### config.mk
export PLATFORM = sky130hd
export DESIGN_NAME = mem_arbiter
export DESIGN_NICKNAME = d
export VERILOG_FILES = /design/src/rtl/mem_arbiter_pkg.sv /design/src/rtl/mem_arbiter_rr.sv /design/src/rtl/mem_arbiter.sv
export SDC_FILE = /design/constraint.sdc
export NUM_CORES = 1
export LEC_CHECK = 0
export CAP_MARGIN = 25
export CORE_ASPECT_RATIO = 1.5
export CORE_UTILIZATION = 35
export CTS_CLUSTER_DIAMETER = 120
export DETAILED_ROUTE_END_ITERATION = 16
export PLACE_DENSITY = 0.72
export SLEW_MARGIN = 10
export SYNTH_ARGS = -nofsm -noshare
export SYNTH_HDL_FRONTEND = slang
export SYNTH_SLANG_ARGS = --single-unit
### constraint.sdc
create_clock -name clk -period 4.8 [get_ports clk]
set_input_delay 1.44 -clock clk [delete_from_list [all_inputs] [get_ports clk]]
set_output_delay 1.44 -clock clk [all_outputs]
set_load 0.02 [all_outputs]
### src/rtl/mem_arbiter_pkg.sv
// Shared definitions for the two-port data-memory arbiter: state encoding,
// default read latency and port indices.
package mem_arbiter_pkg;

   typedef enum logic [1:0] {
      IDLE = 2'd0,
      WR   = 2'd1,
      RD   = 2'd2,
      RSP  = 2'd3
   } state_t;

   localparam int   READ_LAT_DEF = 2;
   localparam int   CNT_W        = 4;
   localparam logic PORT0        = 1'b0;
   localparam logic PORT1        = 1'b1;

endpackage

### src/rtl/mem_arbiter_rr.sv
// Two-way round-robin grant: a lone requester wins, a tie goes to the port
// that did not win last time.
module rr_arbiter_2
   import mem_arbiter_pkg::*;
(
   input  logic [1:0] req,
   input  logic       last_grant,
   output logic       gnt_vld,
   output logic       grant
);

   always_comb begin
      gnt_vld = |req;
      grant   = PORT0;
      if (&req)
         grant = ~last_grant;
      else if (req[1])
         grant = PORT1;
   end

endmodule

### src/rtl/mem_arbiter.sv
// Arbitrates a CPU data port and a loader/IO port onto one synchronous data
// memory; Moore FSM IDLE -> WR | RD..RSP -> IDLE.
module mem_arbiter
   import mem_arbiter_pkg::*;
#(
   parameter int READ_LAT = READ_LAT_DEF
) (
   input  logic        clk,
   input  logic        rst_n,
   input  logic        req0,
   input  logic        req1,
   input  logic        we0,
   input  logic        we1,
   input  logic [31:0] addr0,
   input  logic [31:0] addr1,
   input  logic [31:0] wdata0,
   input  logic [31:0] wdata1,
   output logic [31:0] rdata0,
   output logic [31:0] rdata1,
   output logic        ack0,
   output logic        ack1,
   output logic        MemRead,
   output logic        MemWrite,
   output logic [31:0] addr,
   output logic [31:0] din,
   input  logic [31:0] dout,
   output logic        busy
);

   state_t             state, state_nxt;
   logic               owner;
   logic               last_grant;
   logic [CNT_W-1:0]   cnt;
   logic [31:0]        addr_q, din_q;
   logic [31:0]        rdata0_q, rdata1_q;
   logic               gnt_vld, grant;
   logic               grant_we;

   rr_arbiter_2 u_rr (
      .req        ({req1, req0}),
      .last_grant (last_grant),
      .gnt_vld    (gnt_vld),
      .grant      (grant)
   );

   assign grant_we = (grant == PORT1) ? we1 : we0;

   always_ff @(posedge clk or negedge rst_n) begin
      if (!rst_n) begin
         state      <= IDLE;
         owner      <= PORT0;
         last_grant <= PORT1;
         cnt        <= '0;
         addr_q     <= '0;
         din_q      <= '0;
         rdata0_q   <= '0;
         rdata1_q   <= '0;
      end else begin
         state <= state_nxt;
         // Request inputs are only looked at here; later states run purely on the latched copy.
         if (state == IDLE && gnt_vld) begin
            owner      <= grant;
            last_grant <= grant;
            addr_q     <= (grant == PORT1) ? addr1  : addr0;
            din_q      <= (grant == PORT1) ? wdata1 : wdata0;
         end
         cnt <= (state == RD) ? cnt + 1'b1 : '0;
         if (state == RSP) begin
            if (owner == PORT1)
               rdata1_q <= dout;
            else
               rdata0_q <= dout;
         end
      end
   end

   always_comb begin
      state_nxt = state;
      MemRead   = 1'b0;
      MemWrite  = 1'b0;
      ack0      = 1'b0;
      ack1      = 1'b0;
      busy      = (state != IDLE);
      rdata0    = rdata0_q;
      rdata1    = rdata1_q;
      unique case (state)
         IDLE: begin
            if (gnt_vld)
               state_nxt = grant_we ? WR : RD;
         end
         WR: begin
            MemWrite  = 1'b1;
            ack0      = (owner == PORT0);
            ack1      = (owner == PORT1);
            state_nxt = IDLE;
         end
         RD: begin
            MemRead = 1'b1;
            if (cnt == CNT_W'(READ_LAT - 1))
               state_nxt = RSP;
         end
         RSP: begin
            // Memory data is forwarded in the ack cycle so the requester need not wait for the register.
            ack0      = (owner == PORT0);
            ack1      = (owner == PORT1);
            if (owner == PORT1)
               rdata1 = dout;
            else
               rdata0 = dout;
            state_nxt = IDLE;
         end
         default: state_nxt = IDLE;
      endcase
   end

   assign addr = addr_q;
   assign din  = din_q;

endmodule

# [After elaboration in Yosys (flattened, before gate mapping)]
# Index checks and enable logic that the tools add are counted.
[totals] ff_bits=136 input_bits=166 out_inout_bits=133 wordCells=42
[op_classes] addsub=1 eq_ne=6 n_mux=18 n_bitwise=2 reduce_logical=7
[ops] cell="32-bit 2-to-1 mux" count=6
[ops] cell="1-bit 2-to-1 mux" count=7
[ops] cell="2-bit 2-to-1 mux" count=3
[ops] cell="2-bit one-hot mux with 3 select lines" count=1
[ops] cell="4-bit by 1-bit adder with 4-bit output (second input constant)" count=1
[ops] cell="2-bit equality test (second input constant)" count=2
[ops] cell="4-bit by 1-bit equality test with 1-bit output (second input constant)" count=1
[ops] cell="4-bit 2-to-1 mux" count=1
[ops] cell="2-bit AND reduction" count=2
[ops] cell="2-bit OR reduction" count=2
[ops] cell="2-bit by 1-bit equality test with 1-bit output (second input constant)" count=1
[ops] cell="2-bit zero test" count=1
[ops] cell="2-bit by 1-bit != test with 1-bit output (second input constant)" count=1
[ops] cell="2-bit != test (second input constant)" count=1
[ops] cell="1-bit inverter" count=2
[ops] cell="2-bit nonzero test" count=1
[ops] cell="1-bit logical AND" count=1

# [Depth between registers and ports, before layout]
# Gate-level depths: netlist (run 1).
[depth] ltp_word=6 ltp_mapped=5 mapped_depth_nobuf=4

# [Hierarchy]
# A second synthesis (run 1) with hierarchy kept.
[hier_totals] hier_cells=378 hier_area_um2=5909.4
[modules_own_cells] module="mem_arbiter" instances=1 cells_per_inst=376 area_each_um2=5895.7 seq_area_each_um2=3404.5
[modules_own_cells] module="rr_arbiter_2" instances=1 cells_per_inst=2 area_each_um2=13.8 seq_area_each_um2=0.0

# [Least setup slack after synthesis (run 1)]
# Ideal clock, no wire load.
[synth_path] path_type="input to output" start="input dout[0]" end="output rdata0[0]" arrival_time_ns=1.808 required_time_ns=3.360 slack_ns=1.552 cell_stages=1 n_path_buf=0 path_cell_list="mux2_1"
[synth_via] elab_chain_len=2
[synth_rtl] element="start: declaration" line="mem_arbiter.sv:26" text="input logic [31:0] dout,"
[synth_rtl] element="32-bit 2-to-1 mux" line="mem_arbiter.sv:106" text="if (owner == PORT1)"
[synth_rtl] element="32-bit 2-to-1 mux" line="mem_arbiter.sv:86" text="unique case (state)"
[synth_rtl] element="end: declaration" line="mem_arbiter.sv:18" text="output logic [31:0] rdata0,"
# No other way between the ends.

# [Worst setup path after layout (run 1)]
[layout_path] start="input dout[28]" end="output rdata1[28]"
[layout_via] elab_chain_len=2
[layout_rtl] element="32-bit 2-to-1 mux"
[layout_rtl] element="32-bit 2-to-1 mux" line="mem_arbiter.sv:86"
[layout_rtl] element="end: declaration" line="mem_arbiter.sv:19" text="output logic [31:0] rdata1,"
# No other way between the ends.

==> impl_metrics.py, run 1 <==
metrics = {
    "critical_path": {
        "path_class": "in2out",
        "start_kind": "primary input",
        "endpoint_kind": "primary output",
        "rrSetupSlack_ns": 2.10,
        "worst-path-max-fanout": 2,
        "arrival_ns": 2.73,
        "r2r-start": "state[1]",
        "reg2regPathDepth": 5,
        "worstPathRequired_ns": 3.36,
        "rr_endpoint": "din[10]",
        "crit_end": "rdata1[28]",
        "critical_path.startpoint": "dout[28]",
    },
    "timing": {
        "fin_setup_tns_ns": 0,
        "fin_crit_ns": 4.17,
        "setup_violations": 0,
        "drv_slew": 0,
        "final-hold-violation-count": 0,
        "worstMarginPinSlew_ns": 0.758,
        "fmax_mhz": 240,
        "slew_headroom_pct": 49.5,
        "finalCritPeriodShare_pct": 87.0,
        "rsz0062_at_grt": "false",
        "fin_skew_ns": 0.00856,
    },
    "synthesis": {
        "syn_inst": 533,
        "synth.yosys.warnings": 0,
        "synth_nets": 701,
        "yosysSeqAreaShare_pct": 59.4,
        "synth_area_sq_um": 5730,
        "syn_area_per_cell_sq_um": 10.8,
        "ys_seq_elements": 136,
        "synth.distinct_cells": 26,
    },
    "floorplan": {
        "coreArea_sq_um": 15800,
        "die_area_sq_um": 16900,
        "die_y_microns": 159,
        "rows": 56,
        "fp.dieW_microns": 106,
        "ioPinCount": 299,
        "start_util_pct": 36.2,
    },
    "global_routing": {
        "grt_start_max_net_pins": 84,
        "overflow": 0,
        "grt_pass1_wl_mm": 28.9,
        "grt_pass1_vias": 5462,
        "grtUsageTotal_pct": 21.9,
        "antenna_found_initial": 0,
    },
    "clock_tree": {
        "cts_hold_buf": 0,
        "cts_tree": "yes",
        "cts.sinks": 136,
        "cts_buffers": 17,
        "clock_latency_ns": 0.42,
        "clkTransAtPathRegs_ns": 0.06,
        "htreeDepth": 4,
        "cts_root_buffer": "clkbuf_16",
        "clock_path_buffers": 2,
        "cts_resized": 0,
        "postCtsSetupRepairBufs": 0,
    },
    "routing": {
        "routed_wl_mm": 18.3,
        "via_per_inst": 5.07,
        "ant_nets": 0,
        "routedWlPerCell_microns": 17.7,
        "drt_iter0_markers": 283,
        "firstDrtPassIters": 6,
        "drc": 0,
        "vias": 5246,
    },
    "place": {
        "hpwl_mm": 13.0,
        "placed_area_sq_um": 8880,
        "numPortBuffers": 298,
        "gp_congestion": 0.807,
    },
    "pwr": {
        "leakage_nw": 3.92,
        "irDropWorstVdd_uv": 322,
        "p_per_area_nw_per_um2": 723,
    },
    "run": {
        "drv_cap": 0,
    },
    "layout": {
        "design_area_sq_um": 9490,
        "seqCellArea_sq_um": 3400,
        "diodes": 0,
        "multi_input_comb_area_sq_um": 2140,
        "fillers": 1368,
        "layout-drive-gt1-share_pct": 12.9,
        "areaGrowthSynthToFinish_pct": 65.6,
        "final_nets": 987,
    },
    "outcome": {
        "status": "completed",
    },
    "worst_hold_path": {
        "hp-class": "reg2reg",
    },
}
[registers in the layout, indices dropped and copies added, names as in the netlist]
signal      flops
cnt             4
din            32
last_grant      1
state           2
rdata1_q       32
rdata0_q       32
addr           32
owner           1
[cell families (layout without fill, tap and decap cells)]
group / count (synthesis) / in the layout / share of synthesized area, %
and+or+nand+nor: 146 / 146 / 10.0
AOI/OAI and AO/OA: 137 / 137 / 13.6
DFF: 136 / 136 / 59.4
muxes: 64 / 64 / 12.6
buffers and inverters: 46 / 345 / 3.60
adders and majority gates: 2 / 2 / 0.437
xor gates and xnor gates: 2 / 2 / 0.306
[layout make-up]
class | count | area share, %
clock inverter | 14 | 1.95
sequential | 136 | 35.9
inverter | 5 | 0.198
timing repair buffer | 308 | 32.2
clock buffer | 18 | 4.52
tap | 203 | 2.68
multi-input combinational | 351 | 22.5
[cell usage in the layout (no fill, tap or decap), types with 2 or more instances in the layout]
master	n
a21oi_1	67
mux2_2	59
mux2_1	5
ha_1	2
inv_1	5
clkinvlp_4	3
inv_6	6
clkdlybuf4s50_1	297
nor2_1	4
buf_4	10
bufinv_16	3
a31oi_1	66
nand2b_1	3
nand2_1	131
clkbuf_16	17
dfrtp_1	135
[per-layer routing]
| layer | GRT usage (%) | part of all wire [%] |
|---|---|---|
| met4 | 10.5 | 3.6 |
| met2 | 38.1 | 51 |
| met5 | 0 | 0 |
| met3 | 6.32 | 8.0 |
| met1 | 24.3 | 37 |
[critical path: stages]
cell	delay (ns)
clkdlybuf4s50_1	0.48
mux2_2	0.16
clkdlybuf4s50_1	0.65
[through the flow]
step	hold WS, ns	worst slack [ns]	power (W)	cells	utilization, %
finish	0.489	0.626	0.00686	1035	59.9
global route	0.503	0.588	0.00723	1035	59.9
CTS	0.495	0.621	0.00693	1035	59.9
detailed placement	0.480	0.631	0.00553	1003	56.1
global placement	0.472	0.651	0.00541	1003	56.1
floorplan	0.454	1.55	0.00380	533	-
[power by group]
part           leakage (nW)  internal, W  total [W]  switching (W)
logic                  2.06      0.00166    0.00350        0.00184
clock network         0.291     0.000832    0.00138       0.000548
registers              1.56      0.00173    0.00198       0.000251
[synthesized netlist by cell type]
master	instances	share of area, %
dfrtp_1	135	59
nand2_1	131	8.6
a21oi_1	67	5.9
a31oi_1	66	7.2
mux2_2	59	12
buf_2	24	2.1
clkbuf_1	16	1.0
inv_1	5	0.33
mux2_1	5	0.98
nor2_1	5	0.33
nand2b_1	3	0.33
and2_1	2	0.22
ha_1	2	0.44
a21bo_2	1	0.17
a21boi_1	1	0.13
a2bb2oi_1	1	0.15
and2b_1	1	0.13
buf_4	1	0.13
dfstp_2	1	0.46
nand3_1	1	0.087
nor2b_1	1	0.11
nor4b_1	1	0.15
o22ai_1	1	0.11
or2_1	1	0.11
xnor2_1	1	0.15
xor2_1	1	0.15
[worst min-delay path by stage]
stage | startpoint | to | cells past startpoint
6_report | rdata0_q[3] | rdata0_q[3] | 1
3_3_place_gp | rdata0_q[18] | rdata0_q[18] | 1
4_1_cts | rdata0_q[3] | rdata0_q[3] | 1
2_1_floorplan | state[0] | state[1] | 1
5_1_grt | rdata0_q[3] | rdata0_q[3] | 1
3_5_place_dp | rdata0_q[3] | rdata0_q[3] | 1
(Power assumes the default switching activity.)
==> run 2: changes to the inputs <==
CORE_UTILIZATION = 43   (was 35)
GPL_TIMING_DRIVEN = 1   (was default)
PLACE_DENSITY = 0.86   (was 0.72)
==> run 2 against run 1 <==
- maximum frequency is 0.22% lower
- highest routed layer unchanged
- cell area rose by 0.21%
- global-route usage up 4.3 points
- power up 1.8%
- largest cell class unchanged
- cell count is 4.5% lower
==> impl_metrics.py, run 2 (synthesized netlist as in run 1, its figures left out) <==
metrics = {
    "layout": {
        "areaGrowthSynthToFinish_pct": 66.0,
        "layout-drive-gt1-share_pct": 12.5,
        "instances_no_fill": 988,
        "layout_common_cells": "297 x clkdlybuf4s50_1, 135 x dfrtp_1, 131 x nand2_1, 67 x a21oi_1, 66 x a31oi_1",
        "diodes": 0,
        "fillers": 916,
        "final_nets": 986,
        "mostFrequentLayoutCell": "clkdlybuf4s50_1",
    },
    "floorplan": {
        "die_y_microns": 143,
        "coreArea_sq_um": 13000,
        "start_util_pct": 44.0,
        "die_area_sq_um": 13800,
        "fp.dieW_microns": 96.3,
        "ioPinCount": 299,
        "rows": 51,
    },
    "clock_tree": {
        "clock_latency_ns": 0.41,
        "htreeDepth": 4,
        "cts_root_buffer": "clkbuf_16",
        "cts.sinks": 136,
        "cts_hold_buf": 0,
        "clkTransAtPathRegs_ns": 0.06,
        "clock_path_buffers": 2,
        "cts_tree": "yes",
        "cts_buffers": 17,
        "postCtsSetupRepairBufs": 0,
        "cts_resized": 0,
    },
    "timing": {
        "fin_crit_ns": 4.18,
        "fin_setup_tns_ns": 0,
        "finalCritPeriodShare_pct": 87.1,
        "worstMarginPinSlew_ns": 0.835,
        "rsz0062_at_grt": "false",
        "fin_skew_ns": 0.0111,
        "final-hold-violation-count": 0,
        "drv_slew": 0,
        "fmax_mhz": 239,
        "finalWorstSetupSlack_ns": 0.617,
        "slew_headroom_pct": 44.3,
        "setup_violations": 0,
    },
    "run": {
        "drv_cap": 0,
    },
    "global_routing": {
        "grt_pass1_vias": 5511,
        "grt_pass1_wl_mm": 27.2,
        "antenna_found_initial": 0,
        "overflow": 0,
        "grt_start_max_net_pins": 124,
        "grtUsageTotal_pct": 26.2,
    },
    "routing": {
        "drt_iter0_markers": 182,
        "ant_nets": 0,
        "drc": 0,
        "firstDrtPassIters": 4,
        "routed_wl_mm": 17.9,
        "via_per_inst": 5.48,
        "routedWlPerCell_microns": 18.2,
        "vias": 5415,
    },
    "critical_path": {
        "arrival_ns": 2.74,
        "worst-path-max-fanout": 2,
        "path_class": "in2out",
        "start_kind": "primary input",
        "endpoint_kind": "primary output",
        "worstPathRequired_ns": 3.36,
    },
    "place": {
        "hpwl_mm": 12.5,
        "numPortBuffers": 298,
        "pre_cts_slack_ns": 0.623,
        "gp_congestion": 0.760,
        "dp.cells": 957,
    },
    "pwr": {
        "leakage_nw": 3.95,
        "irDropWorstVdd_uv": 298,
        "p_per_area_nw_per_um2": 735,
    },
    "outcome": {
        "status": "completed",
    },
    "worst_hold_path": {
        "hp-class": "reg2reg",
    },
}
[run 2: cell count changes in the layout (fill, tap and decap cells not counted)]
cell	before	now
clkinvlp_4	3	2
bufinv_16	3	6
clkinv_4	1	2
buf_12	0	1
inv_8	1	0
inv_6	6	1
buf_4	10	7
clkbuf_8	0	1
buf_16	0	1
[run 2: stage by stage]
| step | total power [W] | cell area (sq um) | util [%] | hold slack [ns] |
|---|---|---|---|---|
| finish | 0.00699 | 9510 | 73.1 | 0.488 |
| global route | 0.00734 | 9510 | 73.1 | 0.507 |
| CTS | 0.00703 | 9480 | 72.8 | 0.493 |
| detailed placement | 0.00552 | 8820 | 67.7 | 0.481 |
| global placement | 0.00539 | 8820 | 67.7 | 0.471 |
| floorplan | 0.00380 | 5730 | - | 0.454 |
[run 2: worst paths after layout]
kind | slack (ns) | endpoint | start | depth (start not counted)
max | 0.62 | rdata1[23] | dout[23] | 3
max in group asynchronous | 2.93 | addr[29] | rst_n | 3
min | 0.49 | rdata0_q[3] | rdata0_q[3] | 1
max reg2reg | 2.14 | din[18] | state[1] | 5
min in group asynchronous | 0.90 | rdata1_q[7] | rst_n | 1
min reg2reg | 0.49 | rdata0_q[3] | rdata0_q[3] | 1
[run 2: critical path: stages]
cell             delay [ns]
clkdlybuf4s50_1        0.49
mux2_2                 0.17
clkdlybuf4s50_1        0.65
[run 2: power by group]
group          switching [W]  internal [W]
combinational        0.00184       0.00167
sequential          0.000270       0.00173
clock               0.000492      0.000986
total                0.00260       0.00438
[run 2: final cells by class]
type	count	area, sq um	area share [%]
Inverter	5	18.8	0.197
Clock inverter	11	221	2.33
Clock buffer	19	443	4.66
Sequential cell	136	3400	35.8
Multi-Input combinational cell	351	2140	22.5
Timing Repair Buffer	307	3080	32.4
Tap cell	159	199	2.09
[run 2: metal layers]
metal / track usage, % / vias up / part of all wire, %
li1: - / 2423 / -
met1: 27.8 / 2647 / 35
met2: 45.5 / 286 / 52
met3: 7.67 / 59 / 7.8
met4: 14.8 / 0 / 4.7
met5: 0 / - / 0
==> run 3: changes to the inputs <==
CORE_UTILIZATION = 35   (was 43)
PLACE_DENSITY = 0.72   (was 0.86)
==> results of run 3 <==
Final layout, timing and power as in run 1 (identical DEF).
==> patch: new RTL, config.mk and constraints of run 2 <==
Encoding of `state_t`: now one-hot (4 bits for 4 states).
--- a/src/rtl/mem_arbiter_pkg.sv
+++ b/src/rtl/mem_arbiter_pkg.sv
@@ -4,7 +4,7 @@
 
-   typedef enum logic [1:0] {
-      IDLE = 2'd0,
-      WR   = 2'd1,
-      RD   = 2'd2,
-      RSP  = 2'd3
+   typedef enum logic [3:0] {
+      IDLE = 4'b0001,
+      WR   = 4'b0010,
+      RD   = 4'b0100,
+      RSP  = 4'b1000
    } state_t;
Behaviour: no difference found for any inputs over 10 cycles, from zero or initial values and one cycle with rst_n low; not proved beyond that.
==> patch against run 2 <==
- critical path type is now flop to output port
- critical path depth is 2 higher
- worst setup slack worse by 0.22 ns
- cell area is 0.62% higher
- count of clock-buffer cells in the layout is 2 lower
- largest power group unchanged
- power is 23% lower
- die area is 2.6% higher
- sequential cell count is 2 higher
- area after synthesis is 2.7% higher
- wire length is 1.4% higher
- core utilization is 1.7 points lower
==> patch: results (changes against run 2) <==
Synthesis
  – Syn Nets: 579 (-17%)
  – Synth cell count leaders: dfrtp_1, a2bb2oi_1, o32ai_1
  – Share of async-settable or async-resettable flops after synthesis: 100% (unchanged)
  – Yosys warnings: 0 (unchanged)
  – Top FF cell, synth: dfrtp_1
  – Top cells by area, synth: dfrtp_1, a2bb2oi_1, o32ai_1
  – Sequential-to-total area share from yosys stat: 58.7% (-0.68 points)
  – Synth unique cells: 35 (+35%)

GRT
  – Number of global-route vias before repair: 5320 (-3.5%)
  – Tot GR Track Use: 25.8% (-0.42 points)
  – Initial antenna violation count: 0 (unchanged)
  – Pin count of the biggest net entering global routing: 118 (-4.8%)
  – First-pass GRT wire length: 28.5 mm (+4.6%)

Layout
  – Fill cell count: 894 (-2.4%)
  – Final nets: 863 (-12%)
  – N_diodes: 0 (unchanged)
  – Layout cell share with drive strength beyond 1: 16.0% (+3.4 points)

Hold path
  – Hold path depth: 1 (unchanged)
  – Hold Startpoint: rdata1_q[20]$_DFF_PN0_
  – Worst Hold End: rdata1_q[20]$_DFF_PN0_
  – Worst hold path class: flop to flop

Critical path
  – Worst EP arrival: 2.96 ns (+0.22 ns)
  – Worst r2r path cells: 5 (unchanged)
  – Crit-path max cell delay: 0.62 ns (-0.03 ns)
  – Crit Reg-Reg Startpoint: state[0]$_DFFE_PN1P_
  – Crit-path max FO: 32 (+30)
  – R2R setup slack: 1.88 ns (-0.26 ns)
  – Worst reg2reg endpoint: addr[29]$_DFFE_PN0P_
  – Critical Path Source: state[1]$_DFFE_PN0P_
  – Slowest CP cell: or4b_2

Outcome
  – Outcome: finished clean

Route
  – Starting DRT DRC Count: 151 (-17%)
  – Drt first pass iters: 4 (unchanged)
  – WL final: 18.2 mm (+1.4%)
  – Via-to-Cell Ratio: 5.68 (+3.6%)

Power and ir drop
  – Leakage: 4.00 nW (+1.2%)
  – Maximum VDD drop: 352 uV (+18%)

Clock network
  – CTS resizes: 0 (unchanged)
  – Reg clk slew, reported paths: 0.06 ns (about the same)
  – Max Root-Sink Buffers: 2 (unchanged)
  – H-tree depth: 4 (unchanged)
  – Clk_lat worst skew: 0.40 ns
  – # Post-CTS Setup Buffers: 0 (unchanged)
  – TritonCTS Buffers: 17 (unchanged)
  – Root Buffer: clkbuf_16

STA
  – Hold slack: 0.495 ns (+0.00648 ns)
  – Rel. slew slack: 48.6% (+4.3 points)
  – Clock skew after layout: 0.0143 ns (+0.00320 ns)

Place
  – IO Port Bufs: 298 (unchanged)
  – DP HPWL: 12.6 mm (+0.85%)
  – GP Congestion: 0.830 (+9.2%)
[patch: cell types whose count changed after synthesis, sizes merged, moves of 9 or more]
| cell | delta |
|---|---|
| o32ai | +64 |
| buf | -9 |
| a31oi | -65 |
| clkbuf | +11 |
| a2bb2oi | +63 |
| a21oi | -64 |
| nand2 | -131 |
[patch: critical path: cells and delay by family, from the launching register on]
family	cells	cell delay [ns]
buffers and inverters	2	0.96
multiplexers	1	0.33
AND/OR/NAND/NOR	2	0.84
flip-flops	1	0.44
[patch: how the worst max path moves through the flow]
stage | end | slack (ns) | cells after the start
final | rdata1[0] | 0.40 | 5
after global routing | rdata1[25] | 0.32 | 5
after CTS | rdata1[25] | 0.38 | 5
after detailed placement | rdata0[4] | 0.63 | 3
after global placement | rdata0[22] | 0.64 | 3
after floorplan | rdata0[4] | 1.54 | 1
[patch: per-layer routing]
layer  GRT usage [%]  share of wire [%]  vias to the layer above
li1                -                  -                     2189
met1            29.3                 38                     2486
met2            45.2                 53                      240
met3            8.53                7.2                       21
met4            8.53                1.9                        0
met5               0                  0                        -
[patch: where the power goes]
part | total [mW] | switching [mW] | leakage (nW) | internal, mW
clock network | 1.26 | 0.492 | 0.277 | 0.765
registers | 1.75 | 0.222 | 1.64 | 1.53
logic | 2.38 | 1.18 | 2.08 | 1.20
total | 5.38 | 1.89 | 4.00 | 3.49
[patch: cell type report]
class / count / area [sq um] / area share (%)
inverter: 4 / 15.0 / 0.157
timing repair buffer: 308 / 3090 / 32.3
tap: 162 / 203 / 2.12
clock inverter: 14 / 149 / 1.56
sequential: 138 / 3460 / 36.1
clock buffer: 17 / 425 / 4.45
multi-input combinational: 226 / 2230 / 23.3
[patch: logic make-up (layout without fill, tap and decap cells)]
| logic type | after synthesis | in the layout | share of synthesized area, % |
|---|---|---|---|
| buffers and inverters | 47 | 343 | 3.68 |
| AND/OR/NAND/NOR | 20 | 20 | 2.40 |
| flip-flops | 138 | 138 | 58.7 |
| adder cells (fa/ha/maj) | 2 | 2 | 0.425 |
| AO/OA/AOI/OAI | 136 | 136 | 20.0 |
| XOR/XNOR | 3 | 3 | 0.447 |
| multiplexers | 65 | 65 | 14.3 |
[patch: through the flow]
step	setup WS (ns)	instance area (sq um)	util, %	cells
2_1_floorplan	1.54	5880	-	411
3_3_place_gp	0.641	8950	66.8	836
3_5_place_dp	0.626	8950	66.8	836
4_1_cts	0.375	9520	71.0	867
5_1_grt	0.322	9570	71.4	869
6_report	0.400	9570	71.4	869
